**src/rtl/prog_timer.sv**
```systemverilog
// prog_timer: programmable timestamp/sequence timer with wrap period,
// one-shot/periodic modes, synchronous preload and optional prescaler.
//
// Optional feature macro: PROG_TIMER_PRESCALER_EN
//   defined   - tick every presc_div+1 enabled cycles
//   undefined - no prescaler register, tick every enabled cycle,
//               presc_div is accepted but ignored
//
// Parameters:
//   WIDTH     counter / sample width (>= 2)
//   PRESC_W   prescaler divider width (>= 1)
// Ports:
//   clk       system clock
//   rst       asynchronous active-high reset
//   t_en      count enable; low freezes counter and prescaler phase
//   mode      0 = periodic, 1 = one-shot
//   period    terminal count; counter wraps after sampling it
//   presc_div tick every presc_div+1 enabled cycles
//   load      synchronous preload strobe (beats a coincident tick)
//   load_val  preload value
//   t_valid   one-cycle strobe, t_out holds a new sample
//   t_out     sampled (pre-increment) count, held between strobes
//   t_wrap    one-cycle strobe, the sample was the terminal count
//   t_done    level, one-shot completed; frozen until load or rst

module prog_timer #(
  parameter int WIDTH   = 16,
  parameter int PRESC_W = 8
) (
  input  logic               clk,
  input  logic               rst,
  input  logic               t_en,
  input  logic               mode,
  input  logic [WIDTH-1:0]   period,
  input  logic [PRESC_W-1:0] presc_div,
  input  logic               load,
  input  logic [WIDTH-1:0]   load_val,
  output logic               t_valid,
  output logic [WIDTH-1:0]   t_out,
  output logic               t_wrap,
  output logic               t_done
);

  logic [WIDTH-1:0] count;
  logic             presc_hit;
  logic             run;
  logic             tick;
  logic             at_term;

  // A completed one-shot freezes everything, prescaler included.
  assign run     = t_en & ~t_done;
  assign tick    = run & presc_hit;
  assign at_term = (count == period);

`ifdef PROG_TIMER_PRESCALER_EN

  logic [PRESC_W-1:0] pcnt;

  assign presc_hit = (pcnt == presc_div);

  always_ff @(posedge clk or posedge rst) begin
    if (rst) begin
      pcnt <= '0;
    end else if (load) begin
      pcnt <= '0;
    end else if (run) begin
      if (presc_hit) begin
        pcnt <= '0;
      end else begin
        pcnt <= pcnt + PRESC_W'(1);
      end
    end
  end

`else

  logic unused_presc;

  assign presc_hit    = 1'b1;
  assign unused_presc = ^presc_div;

`endif

  always_ff @(posedge clk or posedge rst) begin
    if (rst) begin
      count   <= '0;
      t_out   <= '0;
      t_valid <= 1'b0;
      t_wrap  <= 1'b0;
      t_done  <= 1'b0;
    end else if (load) begin
      count   <= load_val;
      t_done  <= 1'b0;
      t_valid <= 1'b0;
      t_wrap  <= 1'b0;
    end else if (tick) begin
      t_out   <= count;
      t_valid <= 1'b1;
      if (at_term) begin
        count  <= '0;
        t_wrap <= 1'b1;
        if (mode) begin
          t_done <= 1'b1;
        end
      end else begin
        // Above period this free-rolls through all-ones to 0
        // without a wrap strobe.
        count  <= count + WIDTH'(1);
        t_wrap <= 1'b0;
      end
    end else begin
      t_valid <= 1'b0;
      t_wrap  <= 1'b0;
    end
  end

endmodule

```
**config.mk**
```make
export PLATFORM = sky130hd
export DESIGN_NAME = prog_timer
export DESIGN_NICKNAME = d
export VERILOG_FILES = /design/src/rtl/prog_timer.sv
export SDC_FILE = /design/constraint.sdc
export NUM_CORES = 1
export LEC_CHECK = 0
export CAP_MARGIN = 40
export CELL_PAD_IN_SITES_DETAIL_PLACEMENT = 2
export CELL_PAD_IN_SITES_GLOBAL_PLACEMENT = 2
export CORE_UTILIZATION = 30
export CTS_BUF_LIST = sky130_fd_sc_hd__clkbuf_2 sky130_fd_sc_hd__clkbuf_4 sky130_fd_sc_hd__clkbuf_8
export CTS_CLUSTER_DIAMETER = 100
export DETAILED_ROUTE_END_ITERATION = 10
export PLACE_DENSITY_LB_ADDON = 0.08
export SKIP_LAST_GASP = 1
export SLEW_MARGIN = 5
export SYNTH_ARGS = -nofsm -noshare
export SYNTH_HDL_FRONTEND = slang
export SYNTH_SLANG_ARGS = --single-unit
```
**constraint.sdc**
```tcl
create_clock -name clk -period 4.5 [get_ports clk]
set_input_delay 1.35 -clock clk [delete_from_list [all_inputs] [get_ports clk]]
set_output_delay 1.35 -clock clk [all_outputs]
set_load 0.05 [all_outputs]
```
Yosys cells after proc, flatten, opt, wreduce, memory -nomap -nowiden:

Cells that the tools add are included.

* output and inout bits: 19
* input bits: 45
* register bits: 35

* muxes and demuxes: 12
* bitwise gates (word level): 3
* $add $sub $neg: 1
* reductions and logical operators: 5
* eq/ne operators: 1

Operators with widths (number)
* $mux W16: 3
* $add A16 B1 Y16 const B: 1
* $eq A16 B16 Y1: 1
* $mux W1: 9
* $reduce_bool A2 Y1: 3
* $reduce_and A3 Y1: 1
* $not A1 Y1: 2
* $reduce_and A2 Y1: 1
* $and A1 B1 Y1: 1

Longest topological paths before layout:

* depth after elaboration: 4
* mapped depth: 7
* gate-level depth less buffers: 6

Least setup slack after synthesis:

OpenSTA, ideal clock, no wires.

* path type: in2reg
* start: input t_en
* end: register t_out[10]
* data required time: 4.375 ns
* data arrival time: 2.412 ns
* cell stages on the path: 5
* library setup time: 0.125 ns
* slack: 1.963 ns
* path buffers: 2
* cell sequence: nand2b_1 clkbuf_1 nor2_4 buf_2 mux2_2

* word-level cells in the longest chain between the ends: 2

RTL lines
* start, declared: RTL line 32 `input logic t_en,`
* $and A1 B1 Y1: RTL line 51 `assign run = t_en & ~t_done;`
* $reduce_and A2 Y1 (no source line)
* end signal, assigned: RTL line 97 `t_out <= count;`
* end, declared: RTL line 39 `output logic [WIDTH-1:0] t_out,`

Every way passes these cells.
A chain may end at the register's enable or synchronous reset.

Final worst setup path:

* start: input t_en
* end: register count[14]

* word-level cells in the longest chain between the ends: 2

RTL lines
* $and A1 B1 Y1: RTL line 51
* $reduce_bool A2 Y1 (no source line)
* end signal, assigned: RTL line 92 `count <= load_val;`
* end signal, assigned: RTL line 108 `count <= count + WIDTH'(1);`
* end, declared: RTL line 44 `logic [WIDTH-1:0] count;`

Every way passes these cells.

==> summary.md <==
| Metric | Value |
|---|---|
| ANT cells | `0` |
| Resized Gates After CTS | `0` |
| DRC | `0` |
| First-pass GRT wire length | `9370 µm` |
| TritonCTS clock tree | `built` |
| Class of the worst hold path | `flop to flop` |
| CTS root buf | `clkbuf_8` |
| Max Cap Viol | `0` |
| PortBufs | `55` |
| Gpl congestion | `0.746` |
| Area grow syn2layout | `34.5%` |
| Final Hold Fails | `0` |
| Die width | `about 84 µm` |
| Unrepaired setup endpoints after global routing | `false` |
| Design area | `2680 µm²` |
| Total global-route track usage | `between 10% and 20%` |
| Post-CTS setup buffers | `0` |
| CTS Sinks | `35` |
| Placed Area | `2580 µm²` |
| Final period util | `67.0%` |
| Drt total wl | `5480 µm` |
| H-tree depth | `2` |
| Setup TNS | `0 ns` |
| Slew HR | `53.1%` |
| Via density | `5.05` |
| Outcome | `complete, no violations` |
| Initial Util | `31.2%` |
| Fin util | `42.0%` |
| Setup CP Type | `input port to flop` |
| Worst skew pair latency | `around 0.3 ns` |
| Crit end category | `flop` |
| Tot Pwr | `1000 µW` |
| Sequential area share after synthesis | `43.9%` |
| Least-Margin Pin Slew | `0.703 ns` |
| CTS buffer count | `5` |
| Total die area | `6970 µm²` |
| Pins Over Slew Limit | `0` |
| Syn avg cell area | `11.1 µm²` |
| Antenna Nets Post-Route | `0` |
| Synth Cell Area | `1990 µm²` |
| CTS Hold Bufs | `0` |
| Critical Path RT | `4.70 ns` |
| Worst-path fanout max | `19` |
| Clk slew on worst S/H paths | `0.08 ns` |
| Ports | `64` |
| PwrDens | `374 nW/µm²` |
| DRT Pass-1 Iters | `4` |
| Overflow left after global routing | `0` |
| Die Y | `83.5 µm` |
| Startpoint types | `input port` |
| Cells after synthesis | `180` |
| Core Area | `6390 µm²` |
| Leakage power | `between 0.001 and 0.0015 µW` |
| Detailed router's first-iteration violation count | `15` |
| Hpwl dp | `approximately 4100 µm` |
| Final setup violation count | `0` |
| Layout net count | `278` |
| Critical Path AT | `3.21 ns` |
| Initial antenna violation count | `0` |
| WHS | `around 0.51 ns` |
| Fin crit period | `3.01 ns` |
| Synth Net Count | `between 200 and 250` |
| Largest net degree at the start of global routing | `34` |
| Flops & latches, synth | `35` |
| Peak supply drop | `0.171 mV` |
| Internal reg-to-reg setup slack | `2.50 ns` |
| Worst-case clock buffer depth | `2` |
| Wire per inst | `17.7 µm` |
| Share of cells above drive strength 1 | `roughly a fifth` |
| Vias in the first global route | `1806` |
| Synth cell types | `30` |
| Fmax | `0.332 GHz` |
| Warnings, synthesis | `0` |
| # rows | `29` |
| Via count | `1567` |
| Worst Clk Skew | `roughly 0.017 ns` |
-- path summary, 6_finish.rpt --
kind / end / startpoint / cells after the start
max: count[14] / t_en / 6
min: t_out[12] / t_out[12] / 1
max reg2reg: count[14] / count[9] / 5
min reg2reg: t_out[12] / t_out[12] / 1
max in group asynchronous: count[2] / rst / 3
min in group asynchronous: count[10] / rst / 2
-- layer usage --
| metal | share of wire [%] | GRT usage, % |
|---|---|---|
| met3 | 4.4 | 3.56 |
| met2 | 50 | 30.0 |
| met5 | 0 | 0 |
| met4 | 1.3 | 5.55 |
| met1 | 44 | 21.8 |
-- stage by stage --
| step | std cells | worst slack, ns |
|---|---|---|
| floorplan | 180 | 1.96 |
| global placement | 302 | 1.16 |
| finish | 310 | 1.49 |
| global route | 310 | 1.30 |
| CTS | 310 | 1.43 |
| detailed placement | 302 | 1.14 |
-- report_power, final --
part	internal (µW)	total (µW)	switching (µW)
Sequential	359	406	47.1
Clock	139	261	122
Combinational	144	336	191
Total	642	1000	360
-- area by class of cell --
cell class	instances	area, µm²
clock buffer	7	96.3
sequential	35	876
inverter	3	11.3
tap	77	96.3
multi-input combinational	129	1020
fill	696	3700
timing repair buffer	58	573
clock inverter	1	7.51
-- layout by cell type (no fill, tap or decap), types with 2 or more instances in the layout --
cell and count:
xnor2_2 2, clkbuf_8 7, nor2_1 3, clkdlybuf4s50_1 55, inv_1 3, nand2_1 37, dfrtp_1 35, xnor2_1 20
nor3_1 3, and4_1 2, and2_1 2, buf_4 3, a21oi_1 2, mux2_2 16, xor2_1 8, o221ai_2 10
nand3_1 3, o221ai_1 5, nand4_1 6
-- Yosys cell counts (all sizes together) --
cell	n	area (µm²)
xor2	8	70.1
nor3b	1	12.5
nand2b	2	20.0
nor4	1	21.3
nand3	3	15.0
mux2	16	180
nand4	7	50.1
xnor2	22	208
nor3	3	15.0
o221ai	15	194
a31oi	1	6.26
ha	1	12.5
nand2	37	139
clkbuf	6	22.5
nor2	4	22.5
a21oi	2	10.0
and3	1	6.26
dfrtp	35	876
and2	2	12.5
o31a	1	8.76
buf	7	62.6
inv	3	11.3
and4	2	17.5
-- cell families (layout without fill, tap and decap cells) --
logic type                 Yosys count  in the layout  synth area share, %
adders and majority gates            1              1                0.628
muxes                               16             16                 9.04
buffers and inverters               16             69                 4.83
and+or+nand+nor                     63             63                 16.6
AOI/OAI and AO/OA                   19             19                 11.0
xor gates and xnor gates            30             30                 13.9
DFF                                 35             35                 43.9
-- critical path, cell delays in order --
cell,delay (ns)
clkdlybuf4s50_1,0.48
nand2b_1,0.07
buf_4,0.21
nor2_4,0.51
nand2b_4,0.29
o221ai_1,0.28
-- sequential cells by signal, summed over array words and instances, names as in the netlist --
| signal | flops |
|---|---|
| t_wrap | 1 |
| t_valid | 1 |
| t_out | 16 |
| t_done | 1 |
| count | 16 |
(Power assumes the default switching activity.)
